$ cat config.mk
export PLATFORM = sky130hd
export DESIGN_NAME = operand_frame_stack
export DESIGN_NICKNAME = d
export VERILOG_FILES = /design/src/rtl/operand_stack_pkg.sv /design/src/rtl/operand_frame_stack_frame_base_lifo.sv /design/src/rtl/operand_frame_stack.sv
export SDC_FILE = /design/constraint.sdc
export NUM_CORES = 2
export LEC_CHECK = 0
export CAP_MARGIN = 20
export CORE_MARGIN = 1
export CORE_UTILIZATION = 54
export CTS_BUF_LIST = sky130_fd_sc_hd__clkbuf_16
export DETAILED_ROUTE_END_ITERATION = 8
export MAX_ROUTING_LAYER = met4
export PLACE_DENSITY_LB_ADDON = 0.05
export SLEW_MARGIN = 20
export SYNTH_ARGS = -nofsm -noshare
export SYNTH_HDL_FRONTEND = slang
export SYNTH_SLANG_ARGS = --single-unit
$ cat constraint.sdc
create_clock -name clk -period 11.07 [get_ports clk]
set_input_delay 1.6605 -clock clk [delete_from_list [all_inputs] [get_ports clk]]
set_output_delay 1.6605 -clock clk [all_outputs]
set_load 0.01 [all_outputs]
$ cat src/rtl/operand_stack_pkg.sv
// Shared types for the operand/frame stack: opcodes, result codes, FSM states.
// Status needs nine codes, so it is four bits wide.
package operand_stack_pkg;

  typedef enum logic [2:0] {
    NOP, PUSH, POP, REPLACE, FRAME_ENTER, FRAME_LEAVE, GET, SET
  } op_t;

  localparam int STATUS_W = 4;

  typedef enum logic [STATUS_W-1:0] {
    OK, EMPTY, FULL, UNDERFLOW, OVERFLOW, BAD_OFFSET, FRAME_OVF, FRAME_UNF, BAD_OP
  } status_t;

  typedef enum logic {IDLE, COPY} fsm_t;

  // Occupancy status reported after a successful op (FULL wins over EMPTY).
  function automatic status_t level_status(input logic at_cap, input logic at_base);
    if (at_cap) return FULL;
    if (at_base) return EMPTY;
    return OK;
  endfunction

endpackage

$ cat src/rtl/operand_frame_stack_frame_base_lifo.sv
// frame_base_lifo: 2**FDEPTH-deep LIFO holding saved frame bases.
// top is the most recently pushed base (0 when empty). Push when full and
// pop when empty are ignored; the caller checks full/empty first.
module frame_base_lifo #(
  parameter int FDEPTH = 4,
  parameter int BW     = 8
) (
  input  logic          clk,
  input  logic          reset,
  input  logic          push,
  input  logic          pop,
  input  logic [BW-1:0] push_data,
  output logic [BW-1:0] top,
  output logic          full,
  output logic          empty
);

  localparam int ENTRIES = 1 << FDEPTH;
  localparam logic [FDEPTH:0] CAP = (FDEPTH+1)'(ENTRIES);
  localparam logic [FDEPTH:0] ONE = (FDEPTH+1)'(1);

  logic [BW-1:0]   mem [ENTRIES];
  logic [FDEPTH:0] cnt_q;
  logic [FDEPTH:0] top_ptr;

  assign full    = (cnt_q == CAP);
  assign empty   = (cnt_q == '0);
  assign top_ptr = cnt_q - ONE;
  assign top     = empty ? '0 : mem[top_ptr[FDEPTH-1:0]];

  // Entry storage: written at the current fill level on push.
  always_ff @(posedge clk) begin
    if (push && !full && !reset) mem[cnt_q[FDEPTH-1:0]] <= push_data;
  end

  // Fill counter.
  always_ff @(posedge clk) begin
    if (reset) cnt_q <= '0;
    else if (push && !full) cnt_q <= cnt_q + ONE;
    else if (pop && !empty) cnt_q <= cnt_q - ONE;
  end

endmodule

$ cat src/rtl/operand_frame_stack.sv
// operand_frame_stack: LIFO operand stack with TOS_OUTS top-of-stack taps,
// multi-pop and a hardware call-frame stack. FRAME_LEAVE copies the result
// values down to the frame base one entry per cycle in the COPY state.
// Handshake: a request is taken on a clock edge where req_valid && req_ready;
// req_ready is high only in IDLE. resp_valid pulses for one cycle on the edge
// that completes the op (the accepting edge, or the last COPY move).
// Optional feature: define OPERAND_FRAME_STACK_GETSET_EN to implement GET/SET;
// otherwise both return BAD_OP and get_data is tied to 0.
import operand_stack_pkg::*;

module operand_frame_stack #(
  parameter int WIDTH    = 8,
  parameter int DEPTH    = 7,
  parameter int FDEPTH   = 4,
  parameter int TOS_OUTS = 3
) (
  input  logic                      clk,
  input  logic                      reset,
  input  logic                      req_valid,
  output logic                      req_ready,
  input  op_t                       op,
  input  logic [WIDTH-1:0]          data,
  input  logic [DEPTH:0]            count,
  input  logic [DEPTH:0]            offset,
  output logic                      resp_valid,
  output status_t                   status,
  output logic [DEPTH:0]            index,
  output logic [DEPTH:0]            base,
  output logic [TOS_OUTS*WIDTH-1:0] tos,
  output logic [WIDTH-1:0]          get_data,
  output fsm_t                      dbg_state
);

  localparam int ENTRIES = 1 << DEPTH;
  localparam logic [DEPTH:0] CAP = (DEPTH+1)'(ENTRIES);
  localparam logic [DEPTH:0] ONE = (DEPTH+1)'(1);

  logic [WIDTH-1:0] mem [ENTRIES];

  logic [DEPTH:0]   index_q, index_d, base_q, base_d;
  status_t          status_q, status_d;
  logic             resp_q, resp_d;
  logic [WIDTH-1:0] get_q, get_d;
  fsm_t             state_q, state_d;
  logic [DEPTH:0]   src_q, src_d, dst_q, dst_d, left_q, left_d, cnt_q, cnt_d;

  logic             we;
  logic [DEPTH-1:0] waddr;
  logic [WIDTH-1:0] wdata;

  logic             f_push, f_pop, f_full, f_empty;
  logic [DEPTH:0]   f_top;

  logic             accept;
  logic [DEPTH+1:0] diff;
  logic             under;
  logic [DEPTH:0]   idx_m1;
  logic [DEPTH+1:0] tap;

`ifdef OPERAND_FRAME_STACK_GETSET_EN
  logic [DEPTH:0] avail, slot;
  logic           bad_off;
  assign avail   = index_q - base_q;
  assign bad_off = (offset >= avail);
  assign slot    = base_q + offset;
  assign get_data = get_q;
`else
  logic offset_unused;
  assign offset_unused = ^offset;
  assign get_data = '0;
`endif

  assign accept = req_valid && req_ready;
  // index-count evaluated one bit wider so a large count shows up as negative.
  assign diff   = {1'b0, index_q} - {1'b0, count};
  assign under  = diff[DEPTH+1] || (diff[DEPTH:0] < base_q);
  assign idx_m1 = index_q - ONE;

  assign req_ready  = (state_q == IDLE);
  assign resp_valid = resp_q;
  assign status     = status_q;
  assign index      = index_q;
  assign base       = base_q;
  assign dbg_state  = state_q;

  frame_base_lifo #(.FDEPTH(FDEPTH), .BW(DEPTH+1)) u_frames (
    .clk       (clk),
    .reset     (reset),
    .push      (f_push),
    .pop       (f_pop),
    .push_data (base_q),
    .top       (f_top),
    .full      (f_full),
    .empty     (f_empty)
  );

  // Next-state, datapath and storage-write decode for IDLE and COPY.
  always_comb begin
    index_d  = index_q;
    base_d   = base_q;
    status_d = status_q;
    resp_d   = 1'b0;
    get_d    = get_q;
    state_d  = state_q;
    src_d    = src_q;
    dst_d    = dst_q;
    left_d   = left_q;
    cnt_d    = cnt_q;
    we       = 1'b0;
    waddr    = index_q[DEPTH-1:0];
    wdata    = data;
    f_push   = 1'b0;
    f_pop    = 1'b0;
    case (state_q)
      IDLE: begin
        if (accept) begin
          resp_d   = 1'b1;
          status_d = level_status(index_q == CAP, index_q == base_q);
          case (op)
            NOP: ;
            PUSH: begin
              if (index_q == CAP) status_d = OVERFLOW;
              else begin
                we       = 1'b1;
                waddr    = index_q[DEPTH-1:0];
                index_d  = index_q + ONE;
                status_d = level_status(index_d == CAP, index_d == base_q);
              end
            end
            POP: begin
              if (under) status_d = UNDERFLOW;
              else begin
                index_d  = diff[DEPTH:0];
                status_d = level_status(index_d == CAP, index_d == base_q);
              end
            end
            REPLACE: begin
              if (index_q == base_q) status_d = UNDERFLOW;
              else begin
                we    = 1'b1;
                waddr = idx_m1[DEPTH-1:0];
              end
            end
            FRAME_ENTER: begin
              if (f_full) status_d = FRAME_OVF;
              else if (under) status_d = UNDERFLOW;
              else begin
                f_push   = 1'b1;
                base_d   = diff[DEPTH:0];
                status_d = level_status(index_q == CAP, index_q == base_d);
              end
            end
            FRAME_LEAVE: begin
              if (f_empty) status_d = FRAME_UNF;
              else if (under) status_d = UNDERFLOW;
              else if ((count == '0) || (diff[DEPTH:0] == base_q)) begin
                // Results already sit at the frame base: no copy needed.
                f_pop    = 1'b1;
                index_d  = base_q + count;
                base_d   = f_top;
                status_d = level_status(index_d == CAP, index_d == base_d);
              end else begin
                resp_d   = 1'b0;
                status_d = status_q;
                state_d  = COPY;
                src_d    = diff[DEPTH:0];
                dst_d    = base_q;
                left_d   = count;
                cnt_d    = count;
              end
            end
`ifdef OPERAND_FRAME_STACK_GETSET_EN
            GET: begin
              if (bad_off) status_d = BAD_OFFSET;
              else get_d = mem[slot[DEPTH-1:0]];
            end
            SET: begin
              if (bad_off) status_d = BAD_OFFSET;
              else begin
                we    = 1'b1;
                waddr = slot[DEPTH-1:0];
              end
            end
`else
            GET, SET: status_d = BAD_OP;
`endif
            default: status_d = BAD_OP;
          endcase
        end
      end
      COPY: begin
        // Ascending copy is safe: the source is always at or above the target.
        we     = 1'b1;
        waddr  = dst_q[DEPTH-1:0];
        wdata  = mem[src_q[DEPTH-1:0]];
        src_d  = src_q + ONE;
        dst_d  = dst_q + ONE;
        left_d = left_q - ONE;
        if (left_q == ONE) begin
          f_pop    = 1'b1;
          index_d  = base_q + cnt_q;
          base_d   = f_top;
          state_d  = IDLE;
          resp_d   = 1'b1;
          status_d = level_status(index_d == CAP, index_d == base_d);
        end
      end
      default: state_d = IDLE;
    endcase
  end

  // Control and status registers; reset also aborts any copy in progress.
  always_ff @(posedge clk) begin
    if (reset) begin
      index_q  <= '0;
      base_q   <= '0;
      status_q <= EMPTY;
      resp_q   <= 1'b0;
      get_q    <= '0;
      state_q  <= IDLE;
      src_q    <= '0;
      dst_q    <= '0;
      left_q   <= '0;
      cnt_q    <= '0;
    end else begin
      index_q  <= index_d;
      base_q   <= base_d;
      status_q <= status_d;
      resp_q   <= resp_d;
      get_q    <= get_d;
      state_q  <= state_d;
      src_q    <= src_d;
      dst_q    <= dst_d;
      left_q   <= left_d;
      cnt_q    <= cnt_d;
    end
  end

  // Operand storage write port (one write per cycle).
  always_ff @(posedge clk) begin
    if (we && !reset) mem[waddr] <= wdata;
  end

  // Top-of-stack taps; a tap below the frame base reads as zero.
  always_comb begin
    tos = '0;
    tap = '0;
    for (int k = 0; k < TOS_OUTS; k++) begin
      tap = {1'b0, index_q} - (DEPTH+2)'(k + 1);
      if (!tap[DEPTH+1] && (tap[DEPTH:0] >= base_q))
        tos[k*WIDTH +: WIDTH] = mem[tap[DEPTH-1:0]];
    end
  end

endmodule
### Yosys cells after proc, flatten, opt, wreduce, memory -nomap -nowiden

Memory sizes are Yosys's and may differ from the RTL's. A register that Yosys moved wholly into a read port is not among the register bits.
Cells that the tools add are included.
Widths: inputs -> output; s select.

| storage, ports and cells | value |
|---|---|
| register bits after elaboration | 59 |
| memory bits (writable) | 1152 |
| bits of input ports | 30 |
| word-level logic and storage cells | 273 |
| memories | 2 |
| output and inout bits | 55 |

Memories:

| memory | words | width | read ports | clocked after Yosys merged registers in | wr ports | line | RTL |
|---|---|---|---|---|---|---|---|
| mem | 128 | 8 | 4 | 1 | 1 | operand_frame_stack.sv:38 | `logic [WIDTH-1:0] mem [ENTRIES];` |
| u_frames.mem | 16 | 8 | 1 | 0 | 1 | operand_frame_stack_frame_base_lifo.sv:22 | `logic [BW-1:0] mem [ENTRIES];` |

| cells by class | value |
|---|---|
| $add $sub $neg | 13 |
| order comparisons | 4 |
| equal/unequal tests | 36 |
| mux-type cells | 179 |
| reductions and logical operators | 25 |
| bitwise logic cells | 4 |

Operators with widths:

| cell | number |
|---|---|
| $mux 8 | 33 |
| $mux 4 | 33 |
| $pmux 8 s2 | 6 |
| $mux 1 | 91 |
| $eq 8x8->1 | 6 |
| $eq 8x8->1 const B | 5 |
| $mux 7 | 5 |
| $add 8x1->8 const B | 3 |
| $ge 8x8->1 | 3 |
| $pmux 4 s6 | 1 |
| $pmux 8 s3 | 1 |
| $ne 3x3->1 const B | 7 |
| $sub 8x2->9 const B | 2 |
| $add 8x8->8 | 2 |
| $reduce_and 8->1 | 2 |
| $pmux 7 s2 | 1 |
| $eq 3x3->1 const B | 4 |
| $mux 5 | 2 |
| $pmux 1 s2 | 5 |
| $sub 8x1->9 const B | 1 |
| $sub 8x8->9 | 1 |
| $eq 8x1->1 const B | 1 |
| $logic_and 1x1->1 | 8 |
| $logic_not 8->1 | 1 |
| other kinds (23) | 37 |

### Longest topological paths before layout

| logic depth | value |
|---|---|
| word-level depth | 24 |
| depth in mapped cells | 23 |
| depth with buffers taken out | 19 |

### By module

A second synthesis with hierarchy kept.

| unflattened totals | value |
|---|---|
| cell total of the unflattened synthesis | 4121 |
| area total of the unflattened synthesis | 75423.6 um2 |

By module, submodules not included:

| module | area an instance (um2) | cells each | times used |
|---|---|---|---|
| operand_frame_stack | 69938.3 | 3836 | 1 |
| frame_base_lifo | 5485.3 | 285 | 1 |

### Worst setup path before layout

No wires, ideal clock.

| path | value |
|---|---|
| kind | reg2reg |
| start | register (tool-made name) |
| end | memory mem[0][5], data pin |
| stages on the path, launching flop included | 9 |
| path slack | 4.641 ns |
| arrival | 5.537 ns |
| buffers on the path | 3 |
| clock period less this slack | 6.429 ns |
| cells stage by stage | dfxtp_1 -> clkbuf_1 -> clkbuf_1 -> buf_1 -> mux4_2 -> mux4_2 -> mux4_2 -> mux2i_1 -> a21oi_1 |

RTL lines:

| item | line |
|---|---|
| end: declaration | operand_frame_stack.sv:38 |

### Final worst setup path

| path | value |
|---|---|
| start | register index_q[0], in the netlist index[0] |
| end | output tos[7] |

| on the way | value |
|---|---|
| cells in the longest elaborated chain, start to end | 4 |

Ends and longest elaborated chain:

| item | line | RTL |
|---|---|---|
| start: declaration | operand_frame_stack.sv:40 | `logic [DEPTH:0] index_q, index_d, base_q, base_d;` |
| start signal: assignment | operand_frame_stack.sv:226 | `index_q <= index_d;` |
| $sub 8x1->9 (*) | operand_frame_stack.sv:249 | `tap = {1'b0, index_q} - (DEPTH+2)'(k + 1);` |
| branches (longest 2 deep; another with $mem_v2 128x8) | - |  |
| $mux 8 (*) | operand_frame_stack.sv:250 | `if (!tap[DEPTH+1] && (tap[DEPTH:0] >= base_q))` |
| end: declaration | operand_frame_stack.sv:29 | `output logic [TOS_OUTS*WIDTH-1:0] tos,` |

Every way passes the cells marked *.

==> flow_summary.toml <==
[critical_path]
end_kind = "output port"
crit_required_ns = 9.41
worst_ep_arrival_time_ns = 6.81
critPathLaunchType = "flop"
cp_max_fo = 69
path_class = "flop to output port"

[grt]
grt_pass1_wl_um = 348000
grtUsageTotal_pct = 36.9
grt_max_degree = 116
antenna_found_initial = 6
grt_overflow = 0
grt_pass1_vias = 45400

[route]
avgViaCountPerCell = 7.83
met1_length_um = 89300
drt_first_pass_iters = 6
vias = 47500
drt_wl_total_um = 247000
postRouteAntennaNets = 0
wl_met3_um = 32600
routed.top_layer = "met4"
drt_iter0_markers = 7030
wl_per_cell_um = 40.7
wl_met2_um = 114000
drc_errors = 0

[clock_tree]
cts_max_level = 4
cts_tree = "done"
cts-root-buf = "clkbuf_16"
cts_buffers = 137
cts_buffer_depth = 3
post_cts_buffers = 0
cts_resized = 0
cts.sinks = 1216
clk_latency_ns = 0.81
cts.clk_slew.worst_paths_ns = 0.06
cts_hold_buf = 0

[placed_design]
placed_cell_area_mm2 = 0.0783
place_congestion = 0.947
numPortBuffers = 68
hpwl_um = 160000
place_ws_ns = 3.33

[synth]
yosysWarnings = 0
synth_edf_count = 1152
ys_types = 78
synth-seq-area-share_pct = 47.9
async_reset_ff_share_pct = 0
synth_xor_area_share_pct = 0.960
synth_compound_gate_area_share_pct = 2.54
synth_top_family_by_area = "multiplexers"
syn_inst = 4133
synthSimpleGateAreaFrac_pct = 3.87
syn_area_mm2 = 0.0749
synth-adder-area-share_pct = 1.22
synth_mux_area_share_pct = 41.2
ys_seq_elements = 1216
syn_avg_cell_area_um2 = 18.1
yosys_most_used_dff = "edfxtp_1"

[timing]
final_hold_viol_count = 0
slew_violations = 0
finalSetupViolCount = 0
final.period_utilization_pct = 76.5
layout_setup_ws_ns = 2.60
relSlewSlack_pct = 16.9
worst_clock_skew_ns = 0.0430
tightestPinTransition_ns = 1.24
fmax_mhz = 118
rsz0062_at_grt = "false"
period_minus_slack_ns = 8.47
setup-tns-final_ns = 0

[die]
io_pins = 85
initial_core_util_pct = 54.5
die_w_um = 374
die_h_um = 374
num_rows = 136
core_mm2 = 0.137
die_area_mm2 = 0.140

[finish]
final_common_cell = "mux4_2"
layout_common_cells = "mux4_2, edfxtp_1, nor2_1, nand2_1, buf_4"
fillers = 10000
nets = 4269
final_area_mm2 = 0.0829
layout-drive-gt1-share_pct = 42.7
syn_to_final_growth_pct = 10.6

[power]
p_leak_nw = 24.8
power.density_mw_per_mm2 = 125
ir_drop_mv = 0.137
p_total_mw = 10.4

[worst_hold_path]
hp-class = "flop to flop"

[status]
outcome = "finished, final reports clean"

[flow_run]
cap_violations = 0
through the flow:
stage	hold slack (ns)	util [%]	cells
after floorplan	0.440	-	4140
after global placement	0.448	56.9	5822
after detailed placement	0.460	56.9	5822
after CTS	0.472	60.2	6067
after global routing	0.488	60.3	6073
final	0.472	60.3	6076
synth_stat cells (all sizes together), types with 44 or more instances:
library cell	instances	area, um^2
nor2	277	1040
clkbuf	162	608
edfxtp	1152	34600
buf	215	988
mux4	1349	30400
nand3	55	275
ha	68	851
dfxtp	64	1280
a21oi	79	395
xnor2	44	385
nand2	209	785
inv	45	169
worst max-delay path, cell delays in order, from the launching register on:
cell,delay [ns]
dfxtp_4,0.66
inv_8,0.30
ha_4,0.32
xnor2_2,0.33
clkinv_2,0.74
buf_4,0.59
mux4_2,0.30
mux4_2,0.35
nand2_1,0.07
and3_1,0.18
a311oi_1,0.82
a31oi_1,0.10
nor2_1,0.52
clkdlybuf4s50_1,0.65
state kept, by name, summed over array words and instances, names as in the netlist, named ones only:
name            flops
base                8
mem              1024
src_q               7
resp_valid          1
u_frames.cnt_q      5
u_frames.mem      128
dbg_state           1
left_q              8
status              4
dst_q               7
cnt_q               8
index               8
where the power goes:
group          total [mW]  internal (mW)  switching [mW]
Sequential           5.03           5.02         0.00372
Clock                4.64           2.67            1.97
Combinational       0.724          0.296           0.428
kinds of logic (layout without fill, tap and decap cells):
| group | Yosys count | in the layout |
|---|---|---|
| muxes | 1392 | 1392 |
| AOI/OAI and AO/OA | 285 | 285 |
| xor gates and xnor gates | 80 | 80 |
| DFF | 1216 | 1216 |
| adders and majority gates | 71 | 71 |
| buffers and inverters | 423 | 557 |
| other | 1 | 16 |
| and+or+nand+nor | 665 | 665 |
layout make-up:
cell class | count | area [um^2] | share of cell area, %
diodes | 8 | 20.0 | 0.0242
clock buffers | 138 | 3450 | 4.17
clock inverters | 107 | 1100 | 1.33
inverters | 46 | 181 | 0.219
multi-input cells | 2501 | 37600 | 45.4
flip-flops and latches | 1216 | 35900 | 43.3
well taps | 1794 | 2240 | 2.71
repair buffers | 266 | 2330 | 2.81
layer usage:
metal	track usage, %	vias to the layer above
met2	53.3	3507
met1	49.2	25300
met4	14.6	0
li1	-	18200
met3	11.5	542
met5	-	-
final timing paths:
check                               from          end  slack (ns)  cells past startpoint
worst min-delay path            cnt_q[2]     cnt_q[2]        0.47                      2
worst min register to register  cnt_q[2]     cnt_q[2]        0.47                      2
worst max-delay path            index[0]       tos[7]        2.60                     13
worst max register to register  index[0]  mem[112][0]        4.75                     12
Note: power is estimated with default switching activity, not from simulation.
